[config.mk]
export PLATFORM = sky130hd
export DESIGN_NAME = seven_seg_capture
export DESIGN_NICKNAME = d
export VERILOG_FILES = /design/src/rtl/seven_seg_pkg.sv /design/src/rtl/seven_seg_decode.sv /design/src/rtl/seven_seg_capture.sv
export SDC_FILE = /design/constraint.sdc
export NUM_CORES = 1
export LEC_CHECK = 0
export CORE_UTILIZATION = 60
export CTS_CLUSTER_DIAMETER = 80
export DETAILED_ROUTE_END_ITERATION = 16
export GPL_TIMING_DRIVEN = 0
export PLACE_DENSITY = 0.84
export SYNTH_ARGS = -nofsm -noshare
export SYNTH_HDL_FRONTEND = slang
export SYNTH_SLANG_ARGS = --single-unit
export TNS_END_PERCENT = 50
[constraint.sdc]
create_clock -name clk -period 6.56 [get_ports clk]
set_input_delay 1.312 -clock clk [delete_from_list [all_inputs] [get_ports clk]]
set_output_delay 1.312 -clock clk [all_outputs]
set_load 0.02 [all_outputs]
[src/rtl/seven_seg_pkg.sv]
// Shared seven-segment definitions: character codes, active-low segment patterns,
// anode encodings and the capture FSM state type.
package seven_seg_pkg;

    localparam int CODE_W = 5;
    typedef logic [CODE_W-1:0] code_t;

    localparam code_t CHAR_0       = 5'h00;
    localparam code_t CHAR_1       = 5'h01;
    localparam code_t CHAR_2       = 5'h02;
    localparam code_t CHAR_3       = 5'h03;
    localparam code_t CHAR_4       = 5'h04;
    localparam code_t CHAR_5       = 5'h05;
    localparam code_t CHAR_6       = 5'h06;
    localparam code_t CHAR_7       = 5'h07;
    localparam code_t CHAR_8       = 5'h08;
    localparam code_t CHAR_9       = 5'h09;
    localparam code_t CHAR_A       = 5'h0A;
    localparam code_t CHAR_B       = 5'h0B;
    localparam code_t CHAR_C       = 5'h0C;
    localparam code_t CHAR_D       = 5'h0D;
    localparam code_t CHAR_E       = 5'h0E;
    localparam code_t CHAR_F       = 5'h0F;
    localparam code_t CHAR_BLANK   = 5'h10;
    localparam code_t CHAR_UNKNOWN = 5'h1F;

    // Active-low patterns, bit 6 = segment a down to bit 0 = segment g.
    localparam logic [6:0] SEG_0     = 7'b0000001;
    localparam logic [6:0] SEG_1     = 7'b1001111;
    localparam logic [6:0] SEG_2     = 7'b0010010;
    localparam logic [6:0] SEG_3     = 7'b0000110;
    localparam logic [6:0] SEG_4     = 7'b1001100;
    localparam logic [6:0] SEG_5     = 7'b0100100;
    localparam logic [6:0] SEG_6     = 7'b0100000;
    localparam logic [6:0] SEG_7     = 7'b0001111;
    localparam logic [6:0] SEG_8     = 7'b0000000;
    localparam logic [6:0] SEG_9     = 7'b0000100;
    localparam logic [6:0] SEG_A     = 7'b0001000;
    localparam logic [6:0] SEG_B     = 7'b1100000;
    localparam logic [6:0] SEG_C     = 7'b0110001;
    localparam logic [6:0] SEG_D     = 7'b1000010;
    localparam logic [6:0] SEG_E     = 7'b0110000;
    localparam logic [6:0] SEG_F     = 7'b0111000;
    localparam logic [6:0] SEG_BLANK = 7'b1111111;

    // Active-low anode enables; digit 0 is the leftmost (an[3]).
    localparam logic [3:0] AN_DIG0 = 4'b0111;
    localparam logic [3:0] AN_DIG1 = 4'b1011;
    localparam logic [3:0] AN_DIG2 = 4'b1101;
    localparam logic [3:0] AN_DIG3 = 4'b1110;
    localparam logic [3:0] AN_NONE = 4'b1111;

    typedef enum logic [1:0] {
        ST_IDLE   = 2'd0,
        ST_SETTLE = 2'd1,
        ST_HOLD   = 2'd2
    } state_e;

    typedef struct packed {
        logic       valid;
        logic [1:0] idx;
    } an_sel_t;

    function automatic an_sel_t an_to_sel(input logic [3:0] an);
        an_sel_t sel;
        sel = '{valid: 1'b1, idx: 2'd0};
        case (an)
            AN_DIG0: sel.idx = 2'd0;
            AN_DIG1: sel.idx = 2'd1;
            AN_DIG2: sel.idx = 2'd2;
            AN_DIG3: sel.idx = 2'd3;
            default: sel.valid = 1'b0;
        endcase
        return sel;
    endfunction

endpackage

[src/rtl/seven_seg_decode.sv]
// Combinational active-low segment pattern to character code lookup.
module seven_seg_decode
    import seven_seg_pkg::*;
(
    input  logic [6:0] seg,
    output code_t      code
);

    // "I" lights the same segments as "1", so it needs no entry of its own.
    always_comb begin
        code = CHAR_UNKNOWN;
        case (seg)
            SEG_0:     code = CHAR_0;
            SEG_1:     code = CHAR_1;
            SEG_2:     code = CHAR_2;
            SEG_3:     code = CHAR_3;
            SEG_4:     code = CHAR_4;
            SEG_5:     code = CHAR_5;
            SEG_6:     code = CHAR_6;
            SEG_7:     code = CHAR_7;
            SEG_8:     code = CHAR_8;
            SEG_9:     code = CHAR_9;
            SEG_A:     code = CHAR_A;
            SEG_B:     code = CHAR_B;
            SEG_C:     code = CHAR_C;
            SEG_D:     code = CHAR_D;
            SEG_E:     code = CHAR_E;
            SEG_F:     code = CHAR_F;
            SEG_BLANK: code = CHAR_BLANK;
            default:   code = CHAR_UNKNOWN;
        endcase
    end

endmodule

[src/rtl/seven_seg_capture.sv]
// Captures the characters shown on a multiplexed 4-digit seven-segment display by
// waiting for each anode to settle, then sampling and decoding its segments.
module seven_seg_capture
    import seven_seg_pkg::*;
#(
    parameter int unsigned SETTLE_CYCLES  = 16,
    parameter int unsigned TIMEOUT_CYCLES = 400_000
) (
    input  logic       clk,
    input  logic       rst_0,
    input  logic [6:0] seg,
    input  logic [3:0] an,
    output code_t      char0,
    output code_t      char1,
    output code_t      char2,
    output code_t      char3,
    output logic [3:0] digit_valid,
    output logic       frame_valid,
    output logic       bad_pattern
);

    localparam int CNT_W = $clog2(SETTLE_CYCLES + 1);
    localparam int TMO_W = $clog2(TIMEOUT_CYCLES + 1);
    localparam logic [CNT_W-1:0] CNT_ONE     = CNT_W'(1);
    localparam logic [CNT_W-1:0] SETTLE_LAST = CNT_W'(SETTLE_CYCLES - 1);
    localparam logic [CNT_W-1:0] SETTLE_FULL = CNT_W'(SETTLE_CYCLES);
    localparam logic [TMO_W-1:0] TMO_LAST    = TMO_W'(TIMEOUT_CYCLES - 1);
    localparam logic [TMO_W-1:0] TMO_MAX     = TMO_W'(TIMEOUT_CYCLES);

    logic [6:0]       seg_s1_q, seg_s2_q;
    logic [3:0]       an_s1_q, an_s2_q;
    state_e           state_q, state_d;
    logic [CNT_W-1:0] cnt_q, cnt_d;
    logic [1:0]       idx_q, idx_d;
    logic [TMO_W-1:0] tmo_q, tmo_d;
    code_t [3:0]      char_q, char_d;
    logic [3:0]       dv_q, dv_d;
    logic [3:0]       seen_q, seen_d;
    logic             frame_q, frame_d;
    logic             bad_q, bad_d;
    logic             capture;
    an_sel_t          an_sel;
    code_t            dec_code;

    seven_seg_decode u_decode (
        .seg  (seg_s2_q),
        .code (dec_code)
    );

    always_comb begin
        an_sel  = an_to_sel(an_s2_q);
        capture = 1'b0;
        state_d = state_q;
        cnt_d   = cnt_q;
        idx_d   = idx_q;
        case (state_q)
            ST_IDLE: begin
                if (an_sel.valid) begin
                    state_d = ST_SETTLE;
                    cnt_d   = CNT_ONE;
                    idx_d   = an_sel.idx;
                end
            end
            ST_SETTLE: begin
                if (!an_sel.valid) begin
                    state_d = ST_IDLE;
                    cnt_d   = '0;
                end else if (an_sel.idx != idx_q) begin
                    cnt_d = CNT_ONE;
                    idx_d = an_sel.idx;
                end else if (cnt_q >= SETTLE_LAST) begin
                    capture = 1'b1;
                    state_d = ST_HOLD;
                    cnt_d   = SETTLE_FULL;
                end else begin
                    cnt_d = cnt_q + 1'b1;
                end
            end
            ST_HOLD: begin
                if (!an_sel.valid) begin
                    state_d = ST_IDLE;
                    cnt_d   = '0;
                end else if (an_sel.idx != idx_q) begin
                    state_d = ST_SETTLE;
                    cnt_d   = CNT_ONE;
                    idx_d   = an_sel.idx;
                end
            end
            default: begin
                state_d = ST_IDLE;
                cnt_d   = '0;
            end
        endcase
    end

    // A capture restarts the timeout, so it wins over a timeout on the same cycle.
    always_comb begin
        char_d  = char_q;
        dv_d    = dv_q;
        seen_d  = seen_q;
        frame_d = 1'b0;
        bad_d   = 1'b0;
        tmo_d   = (tmo_q == TMO_MAX) ? tmo_q : tmo_q + 1'b1;
        if (capture) begin
            char_d[idx_q] = dec_code;
            dv_d[idx_q]   = 1'b1;
            bad_d         = (dec_code == CHAR_UNKNOWN);
            tmo_d         = '0;
            if (idx_q == 2'd3) begin
                frame_d = &seen_q[2:0];
                seen_d  = '0;
            end else begin
                seen_d[idx_q] = 1'b1;
            end
        end else if (tmo_q >= TMO_LAST) begin
            char_d = {4{CHAR_BLANK}};
            dv_d   = '0;
            seen_d = '0;
        end
    end

    always_ff @(posedge clk) begin
        if (rst_0) begin
            seg_s1_q <= SEG_BLANK;
            seg_s2_q <= SEG_BLANK;
            an_s1_q  <= AN_NONE;
            an_s2_q  <= AN_NONE;
            state_q  <= ST_IDLE;
            cnt_q    <= '0;
            idx_q    <= '0;
            tmo_q    <= '0;
            char_q   <= {4{CHAR_BLANK}};
            dv_q     <= '0;
            seen_q   <= '0;
            frame_q  <= 1'b0;
            bad_q    <= 1'b0;
        end else begin
            seg_s1_q <= seg;
            seg_s2_q <= seg_s1_q;
            an_s1_q  <= an;
            an_s2_q  <= an_s1_q;
            state_q  <= state_d;
            cnt_q    <= cnt_d;
            idx_q    <= idx_d;
            tmo_q    <= tmo_d;
            char_q   <= char_d;
            dv_q     <= dv_d;
            seen_q   <= seen_d;
            frame_q  <= frame_d;
            bad_q    <= bad_d;
        end
    end

    assign char0       = char_q[0];
    assign char1       = char_q[1];
    assign char2       = char_q[2];
    assign char3       = char_q[3];
    assign digit_valid = dv_q;
    assign frame_valid = frame_q;
    assign bad_pattern = bad_q;

endmodule

[Yosys cells after proc, flatten, opt, wreduce, memory -nomap -nowiden]
Cells that the tools add are included.
Operators by class
  add/subtract/negate cells: 2
  $lt $le $gt $ge: 4
  equality and inequality tests: 32
  muxes and demuxes: 36
  bitwise operators: 4
  reduce and logical (&&, ||, !) cells: 14
Operators by type and width (count)
  one-hot mux 5 bit (17 select lines): 1
  2-to-1 mux 20 bit: 2
  equality test 7 x 6 -> 1 bit, second input constant: 5
  equality test 7 bit, second input constant: 5
  2-to-1 mux 5 bit: 7
  bitwise mux 20 bit: 1
  adder 19 x 1 -> 19 bit, second input constant: 1
  equality test 19 bit, second input constant: 1
  greater-or-equal comparator 19 bit, second input constant: 1
  2-to-1 mux 2 bit: 9
  2-to-1 mux 4 bit: 4
  one-hot mux 5 bit (3 select lines): 1
  equality test 7 x 3 -> 1 bit, second input constant: 2
  equality test 7 x 4 -> 1 bit, second input constant: 2
  equality test 4 bit, second input constant: 3
  one-hot mux 2 bit (3 select lines): 2
  demux 5 bit (select 2 bit): 1
  != test 3 bit, second input constant: 3
  OR 4 bit: 2
  AND reduction 4 bit: 2
  equality test 7 x 1 -> 1 bit, second input constant: 1
  equality test 7 x 5 -> 1 bit, second input constant: 1
  logical NOT 7 bit: 1
  2-to-1 mux 1 bit: 6
  22 further kinds: 28
Storage, ports and cells
  register bits after elaboration: 80
  output and inout port bits: 26
  word-level logic and storage cells: 108

[Longest topological paths before layout]
  depth in word-level cells: 8
  gate-level depth with buffers: 12
  mapped depth without buffers: 10

[Modules after synthesis]
From an unflattened synthesis, not the netlist that was laid out.
Second synthesis, totals
  cell total of the unflattened synthesis: 436
  area, all modules: 4000.1 sq um
Modules (own cells, without submodules)
  seven_seg_capture: instances 1, cells an instance 370, area an instance 3505.9 sq um, seq. area each 1581.5 sq um
  seven_seg_decode: instances 1, cells an instance 66, area an instance 494.2 sq um, seq. area each 0.0 sq um

[Least setup slack after synthesis]
No wires, ideal clock.
  path type: register to register
  from: register cnt_q[0]
  to: register char_q, in the netlist char1[2]
  arrival time: 2.040 ns
  slack: 4.398 ns
  stages on the path, launching flop included: 13
  path buffers: 2
  clock period less this slack: 2.162 ns
  cells stage by stage: dfxtp_1 ha_1 and3_1 ha_1 nor2_1 nand2_1 and3_1 o21ai_1 buf_2 nand2_1 nand2_2 buf_2 o22ai_1
Between the ends
  word-level cells in the longest chain between the ends: 6
  elaborated cells between the ends (all ways): 7
RTL lines
  start, declared: RTL line seven_seg_capture.sv:33  | logic [CNT_W-1:0] cnt_q, cnt_d;
  start signal, assigned: RTL line seven_seg_capture.sv:143  | cnt_q <= cnt_d;
  greater-or-equal comparator 5 x 4 -> 1 bit (*): RTL line seven_seg_capture.sv:71  | end else if (cnt_q >= SETTLE_LAST) begin
  2-to-1 mux 1 bit (*): RTL line seven_seg_capture.sv:71
  2-to-1 mux 1 bit (*): RTL line seven_seg_capture.sv:68  | end else if (an_sel.idx != idx_q) begin
  2-to-1 mux 1 bit (*): RTL line seven_seg_capture.sv:65  | if (!an_sel.valid) begin
  2-to-1 mux 1 bit (*): RTL line seven_seg_capture.sv:56  | case (state_q)
  2-to-1 mux 20 bit / nonzero test 2 bit (equally long branches)
  end signal, assigned: RTL line seven_seg_capture.sv:132  | char_q <= {4{CHAR_BLANK}};
  end signal, assigned: RTL line seven_seg_capture.sv:146  | char_q <= char_d;
  end, declared: RTL line seven_seg_capture.sv:36  | code_t [3:0] char_q, char_d;
Mark *: on every way between the ends. The rest lies on a longest branch, timed or not.
A chain may end at the register's enable or synchronous reset.

[Worst setup path after layout]
  from: register char_q, in the netlist char0[2]
  to: output char0[2]
RTL lines
  end, declared: RTL line seven_seg_capture.sv:13  | output code_t char0,
No word-level cell between the ends.

==> key figures <==
Synthesis
  – Post-synth top area cell: dfxtp_1
  – Post-synthesis mux area share: 0.00556
  – Synthesized area: 3600 µm²
  – Simple-gate area share of the yosys netlist: 0.277
  – Fraction of registers with async set/reset: 0
  – Largest family of logic cells by synthesized area: simple AND/OR/NAND/NOR gates
  – Gate Count Post-Synth: 423
  – Post-Syn Nets: 444
  – Number of synthesized register bits: 79
  – Post-Synth XOR/XNOR Area: 0.0535
  – Syn Area/Cell: 8.52 µm²
  – Seq/Total Area, Yosys: 0.439
  – Ys flop type: dfxtp_1
  – Syn. warnings: 0
  – Dominant cells by area after synthesis: dfxtp_1, nor2_1, or2_2
  – Synth Area in Compound Gates: 0.149
  – Post-synthesis adder-cell area fraction: 0.0278
  – Post-synth top area share: 0.439
  – Number of synthesized flops with an enable pin: 0
  – Synth cell types: 61

Final layout
  – Layout cells sized above 1: 0.138
  – Layout area overhead: 18.9%
  – # diodes: 0
  – Area of the multi-input gates: 1850 µm²
  – FILL cells: 427
  – Util after Layout: 0.759
  – FF/Latch Area: 1580 µm²
  – NumNets Final: 493
  – Layout Cells excl Fill: 549

Clock tree
  – Worst-skew pair later-pin latency: 0.36 ns
  – TritonCTS clock tree: done
  – CTS Buffer Depth: 2
  – CTS clk-pin slew, worst paths: 0.09 ns
  – Hold buffer count at CTS: 0
  – Resize count post-CTS: 0
  – Root Buffer: clkbuf_8
  – H-tree depth reported by CTS: 3
  – Sink Count: 79
  – Total CTS buffers: 9
  – Setup Buffers After CTS: 0

Worst setup path
  – Worst path top cell family by delay: buffers and inverters
  – Setup crit start kind: flip-flop
  – WP data required: 5.25 ns
  – Crit-path max cell delay: 0.62 ns
  – Setup crit end kind: output pin
  – Worst path buffer plus inverter count: 1
  – Arrival time at the worst endpoint: 1.36 ns
  – WS Path Type: reg -> out
  – Critical Path Fanout Max: 2
  – Slowest cell on crit path: clkdlybuf4s50_1
  – Crit-path cells: clkdlybuf4s50_1

Die
  – Die X: 79.5 µm
  – Cell Rows: 27
  – Ports: 39
  – Starting Density: 0.639
  – Die boundary height: 79.5 µm
  – Die ar.: 6320 µm²
  – Core ar.: 5640 µm²

STA
  – Final worst slack: 3.89 ns
  – Final hold vios: 0
  – Setup_tns: 0 ns
  – Final hold slack: 0.413 ns
  – Least-Margin Pin Slew: 0.604 ns
  – RSZ-0062 raised after global routing: false
  – Max-slew headroom: 0.593
  – Min cycle time layout: 2.67 ns
  – Max Freq: 374 MHz
  – Max-slew violation count: 0
  – Final setup viols: 0
  – Worst Skew: 0.0136 ns
  – Period utilization: 0.407

Drt
  – Starting DRT DRC Count: 98
  – Antenna Violating Nets Remaining: 0
  – Routed len/inst: 13.7 µm
  – Vias per cell: 5.67
  – Routed Wire Length: 7.55 mm
  – DRT Pass-1 Iters: 5
  – Detailed-route via count: 3115
  – Residual DRC: 0

Global routing
  – Vias in the first global route: 2803
  – First-pass GRT wire length: 12.8 mm
  – Largest net degree at the start of global routing: 17
  – Total gr overflow: 0
  – Initial antenna violation count: 0
  – All-Layer GR Usage: 0.258

Min path
  – Worst hold path class: reg -> reg

Status
  – Status: finished, final reports clean

Pwr
  – Worst VDD drop: 178 µV
  – Pwr/cell area: 230 nW/µm²
  – Lkg Pwr: 1.58 nW

Placed design
  – Pre-CTS WS: 3.52 ns
  – Placer congestion estimate: 0.895
  – Dpl hpwl: 5.23 mm
  – Port bufs: 38
  – Placed Cells: 533

Job
  – Max Cap Violations: 0
[cells by family (layout without fill, tap and decap cells)]
group / count (synthesis) / count (layout)
AO/OA/AOI/OAI: 82 / 82
adder cells (fa/ha/maj): 8 / 8
multiplexers: 2 / 2
AND/OR/NAND/NOR: 191 / 191
flip-flops: 79 / 79
XOR/XNOR: 22 / 22
buffers and inverters: 39 / 93
[layer usage]
| metal | track usage | vias up | wire length [µm] |
|---|---|---|---|
| met5 | 0 | - | 0 |
| met4 | 0.131 | 0 | 117 |
| met3 | 0.0400 | 9 | 290 |
| met2 | 0.415 | 85 | 3600 |
| met1 | 0.335 | 1451 | 3540 |
| li1 | - | 1570 | - |
[cell usage after synthesis (6+ instances only)]
library cell	number
a21oi_1	27
and3_1	6
buf_2	10
clkbuf_1	9
dfxtp_1	79
ha_1	8
inv_1	14
nand2_1	39
nand3_1	14
nand4_1	8
nor2_1	47
nor3_1	10
o21ai_0	8
o21ai_1	9
o22ai_1	14
or2_2	26
xnor2_1	9
xor2_1	13
[final cells by class]
cell class	count	share of cell area
Sequential cell	79	0.369
Tap cell	72	0.0210
Clock inverter	7	0.0204
Buffer	23	0.0266
Inverter	16	0.0140
Multi-Input combinational cell	305	0.431
Timing Repair Buffer	38	0.0888
Clock buffer	9	0.0289
[flip-flops by register name (all words and copies together) (netlist names), 4 cells and up]
signal and flops:
tmo_q 19, seg_s1_q 7, seg_s2_q 7, char0 5
char1 5, char2 5, char3 5, cnt_q 5
an_s1_q 4, an_s2_q 4, digit_valid 4
[power breakdown]
part	total [W]	internal, W	switching, W	leakage, nW
clock network	0.000380	0.000185	0.000195	0.108
registers	0.000502	0.000491	0.0000101	0.643
logic	0.000104	0.0000418	0.0000621	0.825
[metrics by stage]
stage	instance area (µm²)	total power, W
final	4280	0.000985
after global routing	4280	0.00102
after CTS	4280	0.000988
after detailed placement	4070	0.000614
after global placement	4070	0.000609
after floorplan	3600	0.000585
[layout by cell type, fill, tap and decap left out, types with 3 or more instances in the layout]
cell | Yosys | routed
dfxtp_1 | 79 | 79
nor2_1 | 47 | 47
nand2_1 | 39 | 39
clkdlybuf4s50_1 | 0 | 38
a21oi_1 | 27 | 27
or2_2 | 26 | 26
inv_1 | 14 | 14
nand3_1 | 14 | 14
o22ai_1 | 14 | 14
xor2_1 | 13 | 13
buf_2 | 10 | 10
nor3_1 | 10 | 10
clkbuf_1 | 9 | 9
xnor2_1 | 9 | 9
o21ai_1 | 9 | 9
clkbuf_8 | 0 | 9
nand4_1 | 8 | 8
o21ai_0 | 8 | 8
ha_1 | 8 | 8
and3_1 | 6 | 6
or3_1 | 5 | 5
nor4_1 | 4 | 4
nand2b_1 | 4 | 4
nand4b_1 | 3 | 3
nor3b_1 | 3 | 3
and2_1 | 3 | 3
nor4bb_1 | 3 | 3
[worst reg2reg max path, cell delays in order, from the launching register on]
cell and delay, ns:
dfxtp_1 0.35, ha_1 0.24, and3_1 0.20, ha_1 0.17, nor2_1 0.12, nand2_1 0.14, and3_1 0.24, o21ai_1 0.12
buf_2 0.25, nand2_1 0.15, nand2_2 0.21, buf_2 0.26, o22ai_1 0.09
[final timing paths]
check,from,endpoint,slack (ns),depth (start not counted)
min reg2reg,seg_s1_q[5],seg_s2_q[5],0.41,1
max reg2reg,cnt_q[0],char2[3],3.92,12
min,seg_s1_q[5],seg_s2_q[5],0.41,1
max,char0[2],char0[2],3.89,1
No activity file was read; power rests on OpenSTA's default activity.
